--- config.mk ---
export PLATFORM = sky130hd
export DESIGN_NAME = serial_addsub8
export DESIGN_NICKNAME = d
export VERILOG_FILES = /design/src/rtl/addsub_pkg.sv /design/src/rtl/serial_addsub8_fa1.sv /design/src/rtl/serial_addsub8.sv
export SDC_FILE = /design/constraint.sdc
export NUM_CORES = 1
export LEC_CHECK = 0
export BUFFER_PORTS_ARGS = -buffer_cell sky130_fd_sc_hd__buf_4
export CORE_ASPECT_RATIO = 2
export CORE_MARGIN = 2
export CORE_UTILIZATION = 45
export DETAILED_ROUTE_END_ITERATION = 6
export PLACE_DENSITY = 0.69
export SYNTH_ARGS = -nofsm -noshare
export SYNTH_HDL_FRONTEND = slang
export SYNTH_SLANG_ARGS = --single-unit
--- constraint.sdc ---
create_clock -name clk -period 1.4 [get_ports clk]
set_input_delay 0.14 -clock clk [delete_from_list [all_inputs] [get_ports clk]]
set_output_delay 0.14 -clock clk [all_outputs]
set_load 0.03 [all_outputs]
--- src/rtl/addsub_pkg.sv ---
// Shared definitions for the bit-serial adder/subtractor.
// Provides the FSM state encoding and the operating-mode constants.
// Optional overflow output is enabled by defining SERIAL_ADDSUB_OVF_EN.
package addsub_pkg;

    // FSM encoding
    typedef enum logic [1:0] {
        ST_IDLE = 2'd0,
        ST_RUN  = 2'd1,
        ST_DONE = 2'd2
    } state_t;

    // Mode values carried on c0
    localparam logic MODE_ADD = 1'b1;
    localparam logic MODE_SUB = 1'b0;

endpackage : addsub_pkg

--- src/rtl/serial_addsub8_fa1.sv ---
// fa1: combinational 1-bit full adder.
// Ports: a, b, ci (inputs) -> s (sum), co (carry out).
module fa1 (
    input  logic a,
    input  logic b,
    input  logic ci,
    output logic s,
    output logic co
);

    assign s  = a ^ b ^ ci;
    assign co = (a & b) | (a & ci) | (b & ci);

endmodule : fa1

--- src/rtl/serial_addsub8.sv ---
// serial_addsub8: bit-serial adder/subtractor, one bit per clock, LSB first.
// c0=1 adds ({c1,s} = a+b); c0=0 subtracts (s = a-b, c1 = 1 means no borrow).
// Ports:
//   clk, rst_n    clock (rising edge), asynchronous active-low reset
//   start         request, sampled only in IDLE; a, b, c0 captured with it
//   busy          high while the operation is in flight
//   done          one-cycle pulse when s/c1 carry a new result
//   s, c1         result and carry/not-borrow; hold the last completed value
//   ovf           signed overflow, only when SERIAL_ADDSUB_OVF_EN is defined
module serial_addsub8
    import addsub_pkg::*;
#(
    parameter int unsigned WIDTH = 8
) (
    input  logic             clk,
    input  logic             rst_n,
    input  logic             start,
    input  logic [WIDTH-1:0] a,
    input  logic [WIDTH-1:0] b,
    input  logic             c0,
    output logic             busy,
    output logic             done,
    output logic [WIDTH-1:0] s,
    output logic             c1
`ifdef SERIAL_ADDSUB_OVF_EN
    ,
    output logic             ovf
`endif
);

    localparam int unsigned CNT_W = $clog2(WIDTH);

    state_t             state, state_next;
    logic [WIDTH-1:0]   a_sh, b_sh, r_sh;
    logic               carry;
    logic [CNT_W-1:0]   cnt;
    logic               load_c, step_c, last_c;
    logic               sum_c, co_c;

    // Single full-adder cell shared across all bit positions
    fa1 u_fa1 (
        .a  (a_sh[0]),
        .b  (b_sh[0]),
        .ci (carry),
        .s  (sum_c),
        .co (co_c)
    );

    // State register
    always_ff @(posedge clk or negedge rst_n) begin
        if (!rst_n) state <= ST_IDLE;
        else        state <= state_next;
    end

    // Next-state and datapath control
    always_comb begin
        state_next = state;
        load_c     = 1'b0;
        step_c     = 1'b0;
        last_c     = 1'b0;
        unique case (state)
            ST_IDLE: begin
                if (start) begin
                    load_c     = 1'b1;
                    state_next = ST_RUN;
                end
            end
            ST_RUN: begin
                step_c = 1'b1;
                if (cnt == CNT_W'(WIDTH - 1)) begin
                    last_c     = 1'b1;
                    state_next = ST_DONE;
                end
            end
            ST_DONE: state_next = ST_IDLE;
            default: state_next = ST_IDLE;
        endcase
    end

    // Operand/result shift registers, carry and bit counter.
    // Subtract is a + ~b + 1: invert B at load and seed the carry with 1.
    always_ff @(posedge clk or negedge rst_n) begin
        if (!rst_n) begin
            a_sh  <= '0;
            b_sh  <= '0;
            r_sh  <= '0;
            carry <= 1'b0;
            cnt   <= '0;
        end else if (load_c) begin
            a_sh  <= a;
            b_sh  <= (c0 == MODE_ADD) ? b : ~b;
            carry <= ~c0;
            cnt   <= '0;
        end else if (step_c) begin
            a_sh  <= a_sh >> 1;
            b_sh  <= b_sh >> 1;
            r_sh  <= {sum_c, r_sh[WIDTH-1:1]};
            carry <= co_c;
            cnt   <= cnt + CNT_W'(1);
        end
    end

    // Registered outputs; s/c1 only move on the final bit
    always_ff @(posedge clk or negedge rst_n) begin
        if (!rst_n) begin
            busy <= 1'b0;
            done <= 1'b0;
            s    <= '0;
            c1   <= 1'b0;
`ifdef SERIAL_ADDSUB_OVF_EN
            ovf  <= 1'b0;
`endif
        end else begin
            busy <= (state_next == ST_RUN);
            done <= (state_next == ST_DONE);
            if (last_c) begin
                s  <= {sum_c, r_sh[WIDTH-1:1]};
                c1 <= co_c;
`ifdef SERIAL_ADDSUB_OVF_EN
                // On the last step, carry holds the carry into the MSB
                ovf <= carry ^ co_c;
`endif
            end
        end
    end

endmodule : serial_addsub8

## Word level (Yosys, flattened, before mapping)

Index checks and enable logic that the tools add are counted.
W data, S select, Z words.

- $add $sub $neg: 1
- $mul: 0
- Div/mod/pow operators: 0
- Order comparisons: 0
- Eq/ne operators: 4
- Shifts and indexed selects: 0
- Muxes and demuxes: 17
- Bitwise gates (word level): 10
- Reduce and logical (&&, ||, !) cells: 3

Operators with widths:

| operator | number |
|---|---|
| $mux W8 | 5 |
| $not A8 Y8 | 1 |
| $mux W1 | 7 |
| $mux W3 | 2 |
| $eq A2 B1 Y1 const B | 2 |
| $mux W2 | 2 |
| $pmux W2 S2 | 1 |
| $add A3 B1 Y3 const B | 1 |
| $and A1 B1 Y1 | 3 |
| $eq A3 B3 Y1 const B | 1 |
| $eq A2 B2 Y1 const B | 1 |
| $logic_not A2 Y1 | 1 |
| $not A1 Y1 | 2 |
| $or A1 B1 Y1 | 2 |
| $reduce_and A2 Y1 | 1 |
| $reduce_bool A2 Y1 | 1 |
| $xor A1 B1 Y1 | 2 |

- Register bits: 41
- Bits in latches: 0
- Bits in writable memories: 0
- Memory bits (read-only): 0
- Input bits: 20
- Output and inout bits: 11
- Logic and storage cells: 45
- Memories kept: 0

## Logic depth before layout (Yosys ltp)

Gate-level depths: netlist of the first run.

- Depth after elaboration: 5
- Depth in mapped cells: 5

## By module

Synthesis of the first run repeated with hierarchy kept, for this count alone.

- Cells, all modules: 145
- Area total of the unflattened synthesis: 1840.5 µm²

By module, submodules not included:

| module | times used | cells an instance | area each (µm²) | sequential area each (µm²) |
|---|---|---|---|---|
| serial_addsub8 | 1 | 144 | 1820.5 | 1001.0 |
| fa1 | 1 | 1 | 20.0 | 0.0 |

## Least setup slack after synthesis of the first run

Ideal clock, no wire load.

- Kind: flip-flop to flip-flop
- Start: reg cnt[0]
- End: reg c1
- Arrival time: 1.277 ns
- Data required time: 1.275 ns
- Path slack: -0.002 ns
- Stages on the path, launching flop included: 6
- Period minus slack after synthesis: 1.402 ns
- Cells stage by stage: dfrtp_1 > ha_1 > ha_1 > nand2_1 > buf_6 > mux2_4

- Longest elaborated chain between the ends: 3

RTL lines:

| what | line | RTL |
|---|---|---|
| start: declaration | serial_addsub8.sv:36 | `logic [CNT_W-1:0] cnt;` |
| start signal: assignment | serial_addsub8.sv:99 | `cnt <= cnt + CNT_W'(1);` |
| $eq A3 B3 Y1 | serial_addsub8.sv:70 | `if (cnt == CNT_W'(WIDTH - 1)) begin` |
| $mux W1 | serial_addsub8.sv:70 |  |
| $mux W1 | serial_addsub8.sv:61 | `unique case (state)` |
| end signal: assignment | serial_addsub8.sv:118 | `c1 <= co_c;` |
| end: declaration | serial_addsub8.sv:24 | `output logic c1` |

No other way between the ends.
A chain may end at the register's enable or synchronous reset.

## Worst setup path in the final report of the first run

- Start: reg cnt[0]
- End: reg s[7]

- Longest elaborated chain between the ends: 3

RTL lines:

| what | line | RTL |
|---|---|---|
| $eq A3 B3 Y1 | serial_addsub8.sv:70 |  |
| $mux W1 | serial_addsub8.sv:70 |  |
| $mux W1 | serial_addsub8.sv:61 |  |
| end signal: assignment | serial_addsub8.sv:117 | `s <= {sum_c, r_sh[WIDTH-1:1]};` |
| end: declaration | serial_addsub8.sv:23 | `output logic [WIDTH-1:0] s,` |

No other way between the ends.

==> results of run 1 <==
[worst paths after layout]
kind                                     start             endpoint  slack (ns)  depth (start not counted)
min in group asynchronous                rst_n  a_sh[2]$_DFFE_PN0P_        0.36                          2
max in group asynchronous                rst_n       c1$_DFFE_PN0P_        0.70                          2
min                                       a[5]  a_sh[5]$_DFFE_PN0P_        0.13                          3
min reg2reg                b_sh[7]$_DFFE_PN0P_  b_sh[7]$_DFFE_PN0P_        0.49                          2
max reg2reg                 cnt[0]$_DFFE_PN0P_     s[7]$_DFFE_PN0P_      -0.005                          5
max                         cnt[0]$_DFFE_PN0P_     s[7]$_DFFE_PN0P_      -0.005                          5
[stage by stage]
| step | power (uW) | setup slack (ns) | setup TNS, ns | util |
|---|---|---|---|---|
| floorplan | 3340 | 0.00824 | 0 | - |
| global placement | 3870 | -0.0243 | -0.0243 | 0.553 |
| detailed placement | 4010 | -0.0470 | -0.174 | 0.553 |
| CTS | 4910 | -0.00280 | -0.00280 | 0.595 |
| global route | 5210 | -0.0456 | -0.245 | 0.601 |
| finish | 4900 | -0.00502 | -0.00502 | 0.601 |
[tightest hold or removal path: cells and delay by family]
family	cells	cell delay, ns
AOI/OAI and AO/OA	2	0.16
buffers and inverters	1	0.08
[layout by cell type (no fill, tap or decap), types with 2 or more instances in the layout]
cell type,synthesis,final
a22o_1,2,2
a22oi_1,19,19
buf_4,1,43
clkbuf_8,0,6
clkinv_2,0,2
dfrtp_1,40,40
inv_1,3,3
mux2_2,9,8
mux2_4,8,9
nand2_1,13,12
nor2b_1,3,3
o211ai_1,2,2
o21ai_0,10,4
o21ai_1,0,6
o221ai_2,4,4
xor2_1,8,8
[metal layers]
metal	GRT usage	vias to the layer above
li1	-	597
met4	0.0905	0
met1	0.198	630
met3	0.0301	8
met2	0.310	30
met5	0	-
[power groups by stage]
stage,clock network [uW],registers [uW],logic (uW)
final,778,1980,2140
after CTS,799,1980,2130
after global routing,851,2040,2310
after global placement,0,1960,1920
after floorplan,0,2170,1170
after detailed placement,0,2000,2000
[cell type report]
type	count	area [sq um]	area share
Clock buffer	6	82.6	0.0354
Clock inverter	2	10.0	0.00429
Inverter	4	15.0	0.00643
Multi-Input combinational cell	88	781	0.335
Sequential cell	40	1000	0.429
Tap cell	51	63.8	0.0273
Timing Repair Buffer	46	380	0.163
[cell families (layout without fill, tap and decap cells)]
logic type | count (synthesis) | count (layout) | share of synthesized area
AO/OA/AOI/OAI | 39 | 39 | 0.166
flip-flops | 40 | 40 | 0.543
adder cells (fa/ha/maj) | 3 | 3 | 0.0245
multiplexers | 18 | 18 | 0.126
buffers and inverters | 14 | 58 | 0.0469
AND/OR/NAND/NOR | 20 | 20 | 0.0550
XOR/XNOR | 8 | 8 | 0.0380
[state kept, by name, summed over array words and instances, names as in the netlist]
| name | flops |
|---|---|
| a_sh | 8 |
| b_sh | 8 |
| s | 8 |
| r_sh | 7 |
| cnt | 3 |
| state | 2 |
| busy | 1 |
| c1 | 1 |
| carry | 1 |
| done | 1 |
[timing repair]
action                                  4_1_cts  5_1_grt
setup buffers                                 1        3
gates cloned                                  1        0
hold buffers                                  1        0
gates resized for setup                       6        6
pin swaps                                     3        2
endpoints found under the setup margin        9       15
endpoints found under the hold margin        40        0
==> run metrics, run 1 <==
status complete, but fails checks; failing checks setup timing; initial core utilization 0.474; Synth area leader dfrtp_1; clock power share 0.159; Synth top cells by count dfrtp_1, a22oi_1, nand2_1; cell-internal power 3180 uW; synth unique cells 25; GR Util All Layers 0.175; Hold Slack 0.126 ns; Cells after DPL 223; DIE HEIGHT 94.5 um; Detail Route met2 WL 1990 um; Worst VDD drop 1.14 mV; dpl cell area 2150 sq um; largest cells by area after synthesis dfrtp_1, a22oi_1, mux2_4; CTS sink cnt 40; Flop pwr share 0.403; Core Rows 32; per-cell routed wire length 15.2 um; Max-Cap Viols 0; Syn Nets 165; # diodes 0; NumNets Final 208; switching power 1720 uW; Port-buffer cells 30; Layout Cell Area excl Fill 2330 sq um; Routed met1 length 1410 um; fin crit period 1.41 ns; clk_skew 0.00700 ns; Hold Path Class input port to register; startpoint types register; Worst path slowest cell dfrtp_1; fin crit share 1.00; Root Buffer Master clkbuf_8; Fmax achieved 712 MHz; gr ovfl total 0; flops & latches, synth 40; vias in the first global route 1,316; worst-margin pin slew 0.495 ns; fill count 325; mapped cell area 1840 sq um; clk_lat worst skew 0.29 ns; remaining routing DRC violations 0; Initial DRC Count 26; Logic pwr share 0.438; Finished Layout Cells 237; Detail Route Antenna Nets 0; Die Outline Area 4650 sq um; crit-path leading delay family flip-flops; initial antenna violation count 0; top fanout value on the critical path 6; CP Cell Sequence ha_2 -> ha_4 -> nand2_4 -> buf_12 -> mux2_4; first-pass GRT wire length 6170 um; Synth async-reset ratio 1.00; Worst Path Arrival 1.57 ns; CP bufs+invs 1; Rel. slew slack 0.670; H-Tree Level Count 2; hpwl dp 2500 um; Crit Path Class register to register; vias per std cell 5.34; layout cell share with drive strength beyond 1 0.430; top-count cell post-synth dfrtp_1; Slew Viols, Final 0; worst-case clock buffer depth 2; final setup vio count 1; wire length on met3 111 um; endpoint class of the critical path register; drt total wl 3590 um; DIE WIDTH 49.2 um; Post-synth EDFFs 0; Main synth FF type dfrtp_1; Sw Share 0.350; Pre-Repair DR Iteration Count 4; RSZ-0062 raised after global routing yes; syn_area_per_cell 13.0 sq um; slowest stage delay, CP 0.39 ns; Num CTS Buffers 5; WP data required 1.57 ns; Synth top area share 0.543; Hold Fails Final Rpt 0; core area 3880 sq um; Syn Inst Count 142; pwr dens 2100 nW/um^2; LEAKAGE 0.00112 uW; DR vias 1,265; Highest Signal Layer met4; gpl congestion 0.757; pin count of the biggest net entering global routing 41; final setup margin -0.00502 ns; Synth Warn # 0; clk slew on worst S/H paths 0.08 ns; synthesis-to-layout area growth 26.7%; CTS tree done; IO Count 31; sequential area share after synthesis 0.543
No activity file was read; power rests on OpenSTA's default activity.
==> inputs of run 2 (changes only) <==
--- a/config.mk
+++ b/config.mk
@@ -10,7 +10,8 @@
 export CORE_MARGIN = 2
 export CORE_UTILIZATION = 45
 export DETAILED_ROUTE_END_ITERATION = 6
-export PLACE_DENSITY = 0.69
+export PLACE_DENSITY = 0.66
 export SYNTH_ARGS = -nofsm -noshare
 export SYNTH_HDL_FRONTEND = slang
+export SYNTH_HIERARCHICAL = 1
 export SYNTH_SLANG_ARGS = --single-unit
==> constraint.sdc (replaced) <==
create_clock -name clk -period 1.5 [get_ports clk]
set_input_delay 0.15 -clock clk [delete_from_list [all_inputs] [get_ports clk]]
set_output_delay 0.15 -clock clk [all_outputs]
set_load 0.03 [all_outputs]
==> run metrics, run 2 <==
Layout Cell Area excl Fill 2290 sq um; Worst VDD drop 0.977 mV; WP data required 1.68 ns; Worst path depth 6; CP most frequent cell ha_4; first-pass GRT wire length 6130 um; busiest grt layer met2; gr ovfl total 0; remaining routing DRC violations 0; Logic pwr share 0.425; clock power share 0.163; vias in the first global route 1,291; vias per std cell 5.30; top-count cell post-synth dfrtp_1; mapped cell area 1840 sq um; drt total wl 3610 um; final setup margin -0.0347 ns; Main synth FF type dfrtp_1; Synth top cells by count dfrtp_1, nand2_1, a22oi_1; pin count of the biggest net entering global routing 41; NumNets Final 207; core area 3880 sq um; hpwl dp 2660 um; Port-buffer cells 30; fill count 343; top fanout value on the critical path 5; Detail Route Antenna Nets 0; per-cell routed wire length 15.3 um; Worst path slowest cell dfrtp_1; DIE WIDTH 49.2 um; cell-internal power 2880 uW; Sw Share 0.354; fin crit share 1.02; Overall Power 4450 uW; Synth Warn # 6; layout cell share with drive strength beyond 1 0.422; Cells after DPL 226; clk_lat worst skew 0.29 ns; Syn Nets 168; Synth top area share 0.544; final setup vio count 6; largest cells by area after synthesis dfrtp_1, a22oi_1, mux2_4; fin crit period 1.53 ns; Finished Layout Cells 236; slowest stage delay, CP 0.41 ns; R2R cell count 6; most frequent cells in the layout dfrtp_1, buf_4, nand2_1, a22oi_1, o21ai_1; IO Count 31; worst hold path depth 3; DIE HEIGHT 94.4 um; Max-Cap Viols 0; Crit Path Class register to register; most common cell after layout, fill and taps aside dfrtp_1; initial antenna violation count 0; LEAKAGE 0.00109 uW; Num CTS Buffers 5; startpoint types register; CTS tree done; gpl congestion 0.751; Worst Path Arrival 1.71 ns; dpl cell area 2150 sq um; met2 GRT Util 0.301; synthesis-to-layout area growth 24.5%; sequential area share after synthesis 0.544; # diodes 0; Root Buffer Master clkbuf_8; Post-synth EDFFs 0; met1 Track Usage GR 0.199; status complete, but fails checks; met3 GRT Util 0.0380; Die Outline Area 4650 sq um; crit-path leading delay family flip-flops; initial core utilization 0.474; Initial DRC Count 30; GR Util All Layers 0.176; syn_area_per_cell 12.7 sq um; worst-margin pin slew 0.518 ns; Pre-Repair DR Iteration Count 4; CP Cell Sequence ha_4 -> ha_4 -> nand2_2 -> or2_4 -> buf_6 -> mux2_4; Rel. slew slack 0.654; pwr dens 1940 nW/um^2; Hold Fails Final Rpt 0; Core Rows 32; clk slew on worst S/H paths 0.07 ns; CP bufs+invs 1; biggest regs a_sh x8, b_sh x8, s x8; Fmax achieved 652 MHz; Hold Path Class input port to register; flops & latches, synth 40; Syn Inst Count 145; H-Tree Level Count 2; RSZ-0062 raised after global routing yes; clk_skew 0.00265 ns; Synth area leader dfrtp_1; DR vias 1,250; failing checks setup timing; Synth async-reset ratio 1.00; switching power 1580 uW; worst-case clock buffer depth 2; CTS sink cnt 40; Slew Viols, Final 0; Flop pwr share 0.412; endpoint class of the critical path register; synth unique cells 27
[run 2: changes by cell type in the layout (fill, tap and decap cells not counted), moves of 3 or more]
cell,delta
buf_4,-4
a22oi_1,-7
o21ai_1,+4
mux2_1,+3
o21ai_0,-4
nand2_1,+9
mux2_2,-3
[run 2: timing repair]
action	in CTS	in global routing
pin swaps	3	3
hold buffers	1	0
endpoints found under the setup margin	9	9
resized for setup	7	1
setup buffers	1	0
hold endpoints to repair	40	0
[run 2: layout make-up]
type	instances	area, sq um	area share
timing repair buffer	42	325	0.142
multi-input combinational	91	792	0.346
clock buffer	6	82.6	0.0360
sequential	40	1000	0.437
tap	51	63.8	0.0278
clock inverter	2	10.0	0.00437
inverter	4	17.5	0.00764
[run 2: worst paths after layout]
check / startpoint / endpoint / slack, ns
worst max-delay path: cnt[1]$_DFFE_PN0P_ / c1$_DFFE_PN0P_ / -0.03
worst min-delay path: a[3] / a_sh[3]$_DFFE_PN0P_ / 0.14
worst max register to register: cnt[1]$_DFFE_PN0P_ / c1$_DFFE_PN0P_ / -0.03
worst min register to register: a_sh[2]$_DFFE_PN0P_ / a_sh[2]$_DFFE_PN0P_ / 0.49
max in group asynchronous: rst_n / busy$_DFF_PN0_ / 0.76
min in group asynchronous: rst_n / cnt[2]$_DFFE_PN0P_ / 0.37
[run 2: cell families (layout without fill, tap and decap cells)]
logic type      Yosys count  after routing  share of synthesized area
flops                    40             40                      0.544
mux                      17             17                      0.116
fa+ha+maj                 3              3                     0.0245
xor+xnor                  8              8                     0.0381
simple gates             28             28                     0.0673
compound gates           35             35                      0.162
buf+inv                  14             54                     0.0483
[run 2: metrics by stage]
stage | util | hold WS [ns] | setup slack (ns) | setup TNS (ns)
2_1_floorplan | - | -0.146 | -0.0160 | -0.0479
3_3_place_gp | 0.553 | 0.145 | -0.0548 | -0.285
3_5_place_dp | 0.553 | 0.155 | -0.0936 | -0.599
4_1_cts | 0.590 | 0.128 | -0.0555 | -0.332
5_1_grt | 0.590 | 0.128 | -0.0917 | -0.628
6_report | 0.590 | 0.137 | -0.0347 | -0.172
[run 2: layer usage]
metal,wire (um),up-vias
li1,-,587
met1,1480,620
met2,1910,34
met3,136,9
met4,94,0
met5,0,-
[run 2: worst min-delay path, cell delays in order]
cell and delay, ns:
buf_4 0.08, a22oi_1 0.05, o21ai_1 0.11
[run 2: power groups by stage]
stage / registers, uW / clock network [uW] / logic, uW
floorplan: 1990 / 0 / 1080
global placement: 1810 / 0 / 1740
detailed placement: 1840 / 0 / 1830
CTS: 1840 / 750 / 1920
global route: 1900 / 794 / 2070
finish: 1830 / 727 / 1890
==> inputs of run 3 (changes only) <==
--- a/config.mk
+++ b/config.mk
@@ -8,9 +8,9 @@
 export BUFFER_PORTS_ARGS = -buffer_cell sky130_fd_sc_hd__buf_4
 export CORE_ASPECT_RATIO = 2
 export CORE_MARGIN = 2
-export CORE_UTILIZATION = 45
+export CORE_UTILIZATION = 50
 export DETAILED_ROUTE_END_ITERATION = 6
-export PLACE_DENSITY = 0.66
+export PLACE_DENSITY = 0.72
 export SYNTH_ARGS = -nofsm -noshare
 export SYNTH_HDL_FRONTEND = slang
 export SYNTH_HIERARCHICAL = 1
==> run metrics, run 3 (synthesis results as in run 2) <==
GR Util All Layers 0.198; final setup margin -0.0135 ns; biggest regs a_sh x8, b_sh x8, s x8; fin util 0.655; endpoint class of the critical path register; first-pass GRT wire length 6120 um; CP Cell Sequence ha_2 -> ha_4 -> nand2_2 -> or2_4 -> buf_12 -> mux2_4; Hold Fails Final Rpt 0; Slew Viols, Final 0; layout cell share with drive strength beyond 1 0.418; Worst VDD drop 1.22 mV; Fmax achieved 661 MHz; initial core utilization 0.516; crit-path leading delay family flip-flops; Detail Route Antenna Nets 0; pwr dens 2030 nW/um^2; Crit Path Class register to register; CP bufs+invs 1; busiest grt layer met2; DIE WIDTH 46.9 um; CTS sink cnt 40; hpwl dp 2630 um; Max-Cap Viols 0; # diodes 0; IO Count 31; H-Tree Level Count 2; vias in the first global route 1,304; Rel. slew slack 0.665; per-cell routed wire length 15.6 um; worst-case clock buffer depth 2; fin crit period 1.51 ns; CTS tree done; top fanout value on the critical path 7; clk_lat worst skew 0.29 ns; gr ovfl total 0; Die Outline Area 4210 sq um; most frequent cells in the layout dfrtp_1, buf_4, nand2_1, a22oi_1, o21ai_1; vias per std cell 5.42; Pre-Repair DR Iteration Count 4; Core Rows 31; remaining routing DRC violations 0; DIE HEIGHT 89.8 um; final setup vio count 6; Port-buffer cells 30; pin count of the biggest net entering global routing 41; worst-margin pin slew 0.503 ns; drt total wl 3600 um; core area 3570 sq um; gpl congestion 0.731; Worst path slowest cell dfrtp_1; Num CTS Buffers 5; clk slew on worst S/H paths 0.07 ns; DR vias 1,252; most common cell after layout, fill and taps aside dfrtp_1; met2 GRT Util 0.316; synthesis-to-layout area growth 27.0%; RSZ-0062 raised after global routing yes; NumNets Final 205; met1 Track Usage GR 0.254; initial antenna violation count 0; Hold Slack 0.138 ns; Initial DRC Count 30; slowest stage delay, CP 0.35 ns; met3 GRT Util 0.0422; clk_skew 0.00569 ns; Worst Path Arrival 1.69 ns; status complete, but fails checks; fin crit share 1.01; Root Buffer Master clkbuf_8; WP data required 1.68 ns; LEAKAGE 0.00110 uW; Hold Path Class input port to register; startpoint types register; failing checks setup timing
==> run 3: cell count changes in the layout (fill, tap and decap cells not counted), sizes merged <==
cell,previous run,this run
buf,41,39
bufinv,0,2
clkinv,2,0
clkbuf,6,5
==> run 3: routing by layer <==
metal,routed length [um],up-vias
met5,0,-
met4,55,0
met3,128,5
met2,2060,35
met1,1350,632
li1,-,580
==> run 3: worst min-delay path: stages <==
cell     delay (ns)
buf_4          0.08
a22oi_1        0.05
o21ai_1        0.11
==> run 3: report_power, final <==
group	total (uW)	leakage (uW)	internal [uW]	switching, uW
registers	1820	0.000509	1520	293
logic	1910	0.000531	1010	903
clock network	1010	0.0000642	655	358
total	4740	0.00110	3180	1550
==> run 3: worst paths after layout <==
path                                       endpoint  cells past startpoint  slack, ns                start
worst min-delay path            a_sh[4]$_DFFE_PN0P_                      3       0.14                 a[4]
worst max register to register     s[3]$_DFFE_PN0P_                      6      -0.01   cnt[1]$_DFFE_PN0P_
max in group asynchronous        cnt[0]$_DFFE_PN0P_                      2       0.78                rst_n
worst min register to register  a_sh[2]$_DFFE_PN0P_                      2       0.49  a_sh[2]$_DFFE_PN0P_
min in group asynchronous         carry$_DFFE_PN0P_                      2       0.36                rst_n
worst max-delay path               s[3]$_DFFE_PN0P_                      6      -0.01   cnt[1]$_DFFE_PN0P_
==> run 3: layout make-up <==
class                           count  area [sq um]
Clock buffer                        5          68.8
Clock inverter                      2          60.1
Fill cell                         302          1230
Inverter                            4          17.5
Multi-Input combinational cell     91           785
Sequential cell                    40          1000
Tap cell                           49          61.3
Timing Repair Buffer               40           344
==> run 3: per-stage QoR <==
step	TNS (ns)	std cells	power [uW]	area, sq um	setup WS (ns)
after global placement	-0.201	221	3570	2160	-0.0337
final	-0.0633	231	4740	2340	-0.0135
after CTS	-0.0924	230	4730	2310	-0.0188
after detailed placement	-0.498	221	3680	2160	-0.0730
after global routing	-0.259	231	5060	2340	-0.0539
after floorplan	-0.0479	145	3070	1860	-0.0160
==> run 3: what timing repair did <==
action	in CTS	in global routing
gates resized for setup	2	5
buffers inserted	1	1
endpoints found under the setup margin	9	15
hold endpoints to repair	40	0
hold buffers	1	0
pin swaps	0	0
